File: config.mk
export PLATFORM = sky130hd
export DESIGN_NAME = ram_arbiter
export DESIGN_NICKNAME = d
export VERILOG_FILES = /design/src/rtl/ram_arbiter.sv
export SDC_FILE = /design/constraint.sdc
export NUM_CORES = 1
export LEC_CHECK = 0
export CAP_MARGIN = 20
export CORE_UTILIZATION = 31
export DETAILED_ROUTE_END_ITERATION = 10
export PLACE_DENSITY_LB_ADDON = 0.08
export SYNTH_ARGS = -nofsm -noshare
export SYNTH_HDL_FRONTEND = slang
export SYNTH_SLANG_ARGS = --single-unit
File: constraint.sdc
create_clock -name i_clk -period 1.9 [get_ports i_clk]
set_input_delay 0.38 -clock i_clk [delete_from_list [all_inputs] [get_ports i_clk]]
set_output_delay 0.38 -clock i_clk [all_outputs]
set_load 0.005 [all_outputs]
File: src/rtl/ram_arbiter.sv
// ram_arbiter: round-robin arbiter granting a fetch port and a data port
// single-transaction access to a combinational-read RAM.
`ifndef MEM_SIZE
`define MEM_SIZE 4096
`endif
`ifndef RAM_NOP
`define RAM_NOP 2'd0
`endif
`ifndef RAM_READ
`define RAM_READ 2'd1
`endif
`ifndef RAM_WRITE
`define RAM_WRITE 2'd2
`endif
module ram_arbiter #(
  parameter int MEM_SIZE = `MEM_SIZE
) (
  input  logic        i_clk,
  input  logic        i_rst_n,
  input  logic        i_if_req,
  input  logic [31:0] i_if_addr,
  output logic        o_if_gnt,
  output logic        o_if_rvalid,
  output logic [31:0] o_if_rdata,
  output logic        o_if_err,
  input  logic        i_if_rready,
  input  logic        i_d_req,
  input  logic        i_d_we,
  input  logic [31:0] i_d_addr,
  input  logic [31:0] i_d_wdata,
  output logic        o_d_gnt,
  output logic        o_d_rvalid,
  output logic [31:0] o_d_rdata,
  output logic        o_d_err,
  input  logic        i_d_rready,
  output logic [1:0]  o_ram_do,
  output logic [31:0] o_ram_addr,
  output logic [31:0] o_ram_val,
  input  logic [31:0] i_ram_val,
  output logic        o_busy
);
  typedef enum logic [1:0] {IDLE, ACCESS, RESP} state_t;
  localparam logic [31:0] MAX_ADDR = 32'(MEM_SIZE - 4);
  state_t      state, nxt;
  logic        rr_d, port_d, we_q, err_q, any_gnt, bad, rready_sel;
  logic [31:0] addr_q, wdata_q, rdata_q, sel_addr;
  // rr_d set means the data port wins the next contended cycle
  assign o_if_gnt   = i_rst_n && state == IDLE && i_if_req && (!i_d_req || !rr_d);
  assign o_d_gnt    = i_rst_n && state == IDLE && i_d_req && (!i_if_req || rr_d);
  assign any_gnt    = o_if_gnt || o_d_gnt;
  assign sel_addr   = o_d_gnt ? i_d_addr : i_if_addr;
  assign bad        = sel_addr[1:0] != 2'b00 || sel_addr > MAX_ADDR;
  assign rready_sel = port_d ? i_d_rready : i_if_rready;
  assign o_busy      = state != IDLE;
  assign o_if_rvalid = state == RESP && !port_d;
  assign o_d_rvalid  = state == RESP && port_d;
  assign o_if_rdata  = o_if_rvalid ? rdata_q : '0;
  assign o_d_rdata   = o_d_rvalid ? rdata_q : '0;
  assign o_if_err    = o_if_rvalid && err_q;
  assign o_d_err     = o_d_rvalid && err_q;
  assign o_ram_do    = (i_rst_n && state == ACCESS && !err_q) ? (we_q ? `RAM_WRITE : `RAM_READ) : `RAM_NOP;
  assign o_ram_addr  = addr_q;
  assign o_ram_val   = wdata_q;
  always_comb begin
    nxt = state;
    nxt = state == IDLE ? (any_gnt ? ACCESS : IDLE) :
          state == ACCESS ? RESP :
          state == RESP ? (rready_sel ? IDLE : RESP) : IDLE;
  end
  always_ff @(posedge i_clk)
    if (!i_rst_n) state <= IDLE;
    else state <= nxt;
  always_ff @(posedge i_clk)
    if (!i_rst_n) begin
      rr_d    <= 1'b1;
      port_d  <= 1'b0;
      we_q    <= 1'b0;
      err_q   <= 1'b0;
      addr_q  <= '0;
      wdata_q <= '0;
      rdata_q <= '0;
    end else begin
      if (any_gnt) begin
        rr_d    <= o_if_gnt;
        port_d  <= o_d_gnt;
        we_q    <= o_d_gnt && i_d_we;
        err_q   <= bad;
        addr_q  <= sel_addr;
        wdata_q <= o_d_gnt ? i_d_wdata : '0;
      end
      if (state == ACCESS) rdata_q <= (err_q || we_q) ? '0 : i_ram_val;
    end
endmodule

==> impl_metrics.py, run 1 <==
metrics = {
    "placed_design": {
        "dp.cells": 948,
        "place_hpwl_um": 11200,
        "port_buffers": 271,
        "globalplace.congestion": 0.796,
        "dp_slack_ns": -0.363,
    },
    "min_path": {
        "hold_end": "o_ram_addr[6]",
        "hp-start": "o_ram_addr[6]",
        "min_path_type": "reg2reg",
        "min_path_cells": 2,
    },
    "die": {
        "die-area_mm2": 0.0148,
        "core-area_mm2": 0.0139,
        "die_w_um": 122,
        "start_util": 0.319,
        "pin_count": 272,
        "die_h_um": 122,
        "rows": 43,
    },
    "drt": {
        "drc": 0,
        "num_vias": 4886,
        "highest_layer": "met4",
        "wl_per_cell_um": 16.2,
        "dr_wl_met3_um": 1380,
        "wl_um": 16000,
        "met2WireLength_um": 7570,
        "vias_per_cell": 4.95,
        "antenna_left": 0,
        "dr.pass1.iters": 5,
        "wl_met1_um": 6670,
        "drtIter0Drc": 246,
    },
    "synthesis": {
        "synth_warnings": 0,
        "synth.most_common_cell": "dfxtp_1",
        "muxShareOfSynthArea": 0.00452,
        "synth-adder-area-share": 0,
        "syn_nets": 648,
        "yosysTopAreaCellShare": 0.461,
        "syn_inst": 513,
        "synth_common_cells": "102 x dfxtp_1, 99 x nor2_1, 66 x and2_1",
        "yosys.area.top_type": "dfxtp_1",
        "synth_flop_cell": "dfxtp_1",
        "syn_area_mm2": 0.00443,
        "synthDistinctLibCells": 36,
        "ys_ff_latch": 102,
        "synth_xor_area_frac": 0,
        "synth-edff-count": 0,
        "synthTopCellsByArea": "dfxtp_1 46%, a22oi_1 11%, and2_1 9.3%",
        "synthArstFlopShare": 0,
        "avgSynthCellArea_um2": 8.63,
        "ys_seq_area_frac": 0.461,
        "synth-compound-area-share": 0.207,
        "synthSimpleGateAreaFrac": 0.270,
        "synth_top_family_by_area": "simple AND/OR/NAND/NOR gates",
    },
    "clocking": {
        "clkSinkCount": 102,
        "cts_tree": "done",
        "cts_htree_levels": 3,
        "cts_root_buf": "clkbuf_16",
        "cts_made_buffers": 9,
        "worstSkewPairLatency_ns": 0.35,
        "clockBufferDepth": 2,
        "cts.clk_slew.worst_paths_ns": 0.07,
        "cts_hold_buf": 0,
    },
    "global_route": {
        "grt_pass1_wl_um": 23100,
        "grt_pass1_vias": 4567,
        "grt_max_degree": 36,
        "overflow": 0,
        "track_usage": 0.201,
        "antenna_found_initial": 1,
    },
    "setup_path": {
        "critPathLaunchType": "flip-flop",
        "crit_type": "reg2out",
        "arrival_ns": 1.67,
        "crit_slowest_cell": "dfxtp_4",
        "cp-end-kind": "primary output",
        "worstReg2RegStart": "state[0]",
        "crit_chain": "and3b_2 > clkbuf_16 > buf_8 > buf_6 > and2_1 > dlymetal6s2s_1",
        "rrSetupSlack_ns": 0.14,
        "r2r_cells": 7,
        "r2r_end": "o_ram_addr[22]",
        "required_ns": 1.52,
        "crit_path_max_fanout": 5,
        "slowest_delay_ns": 0.38,
    },
    "layout": {
        "postLayoutCoreUtil": 0.580,
        "n_fill_cell": 1250,
        "instances_no_fill": 987,
        "multi_input_area_mm2": 0.00224,
        "nets": 936,
        "layout-drive-gt1-share": 0.221,
        "area_delta_synth_final_pct": 81.7,
        "seqCellArea_mm2": 0.00205,
    },
    "pwr": {
        "p_seq_frac": 0.431,
        "p_sw_mw": 1.49,
        "p_total_mw": 5.55,
        "swShare": 0.268,
        "leakage_nw": 3.56,
        "ir_worst_vdd_uv": 404,
        "p_int_mw": 4.07,
        "clkPwrFrac": 0.344,
        "pwr-share-comb": 0.225,
        "powerDensity_mw_per_mm2": 690,
    },
    "status": {
        "outcome": "finished with violations",
        "violations": "setup timing",
    },
    "sta": {
        "slew_viol_final": 0,
        "finalSetupViolations": 51,
        "hold_violations": 0,
        "tightest_slew_ns": 0.408,
        "max_freq_mhz": 487,
        "clock_skew_ns": 0.00842,
        "fin_ws_ns": -0.154,
        "max_slew_margin": 0.728,
        "finalSetupTns_ns": -3.11,
        "rsz0062_at_grt": "true",
        "fin_crit_ns": 2.05,
        "min_period_over_period": 1.08,
    },
    "flow_run": {
        "cap_violations": 0,
    },
}
==> state kept, by name, summed over array words and instances (netlist names) <==
signal and flops:
port_d 1, we_q 1, o_ram_addr 32, o_ram_val 32, err_q 1, rr_d 1, rdata_q 32, state 2
==> cell type report <==
cell class                 count  area share
clock inverter                 7     0.00979
sequential                   102       0.255
clock buffer                   9      0.0280
tap                          180      0.0280
inverter                       5     0.00264
antenna                        1    0.000311
multi-input combinational    362       0.278
timing repair buffer         321       0.398
==> cells by family (layout without fill, tap and decap cells) <==
| kind of cell | after synthesis | in the layout |
|---|---|---|
| AOI/OAI and AO/OA | 107 | 107 |
| DFF | 102 | 102 |
| other | 0 | 1 |
| muxes | 2 | 2 |
| buffers and inverters | 49 | 342 |
| and+or+nand+nor | 253 | 253 |
==> per-stage QoR <==
step	hold WS, ns	cell area (µm²)
6_report	0.496	8050
5_1_grt	0.520	8050
2_1_floorplan	0.456	4430
4_1_cts	0.498	7770
3_3_place_gp	0.478	7430
3_5_place_dp	0.483	7430
==> cell usage in the layout, fill, tap and decap left out, types with 12 or more instances in the layout <==
cell type / n
buf_4: 28
and2_1: 31
and2_4: 35
buf_6: 31
a22oi_1: 65
nor2_1: 98
dfxtp_1: 99
a311oi_1: 15
clkdlybuf4s50_1: 196
nand2_1: 62
clkbuf_2: 28
dlymetal6s2s_1: 21
clkbuf_16: 12
a311oi_2: 15
==> worst max path at each step <==
stage / end / startpoint
final: o_d_rdata[30] / state[0]
after global routing: o_d_rdata[30] / state[0]
after CTS: o_if_rdata[11] / state[0]
after detailed placement: o_ram_addr[7] / i_rst_n
after global placement: o_ram_do[0] / i_rst_n
after floorplan: o_if_rdata[22] / state[1]
==> power by group through the flow <==
stage                     Sequential, mW  Clock [mW]  Combinational, mW
after CTS                           2.39        1.97               1.20
after floorplan                     2.42           0              0.498
after global routing                2.41        2.05               1.36
final                               2.39        1.91               1.25
after detailed placement            2.44           0               1.18
after global placement              2.43           0               1.16
==> layer usage <==
| metal | vias to the layer above | track usage |
|---|---|---|
| met2 | 208 | 0.331 |
| met3 | 27 | 0.0653 |
| met1 | 2288 | 0.241 |
| met4 | 0 | 0.0810 |
| li1 | 2363 | - |
| met5 | - | 0 |
==> critical path: cells and delay by family, from the launching register on <==
kind	cells	cell delay [ns]
buf+inv	4	0.54
simple gates	2	0.40
flops	1	0.38
==> repair_timing <==
item / 4_1_cts / 5_1_grt
resized for setup: 20 / 202
cloned: 1 / 3
hold endpoints to repair: 0 / 0
setup endpoints to repair: 73 / 70
pin swaps: 2 / 8
setup buffers: 2 / 17
Note: power is estimated with default switching activity, not from simulation.
==> run 2, diff against run 1 <==
--- a/config.mk
+++ b/config.mk
@@ -9,6 +9,7 @@
 export CORE_UTILIZATION = 31
 export DETAILED_ROUTE_END_ITERATION = 10
 export PLACE_DENSITY_LB_ADDON = 0.08
+export SLEW_MARGIN = 10
 export SYNTH_ARGS = -nofsm -noshare
 export SYNTH_HDL_FRONTEND = slang
 export SYNTH_SLANG_ARGS = --single-unit
==> results of run 2 <==
Final layout, timing and power as in run 1 (identical DEF).
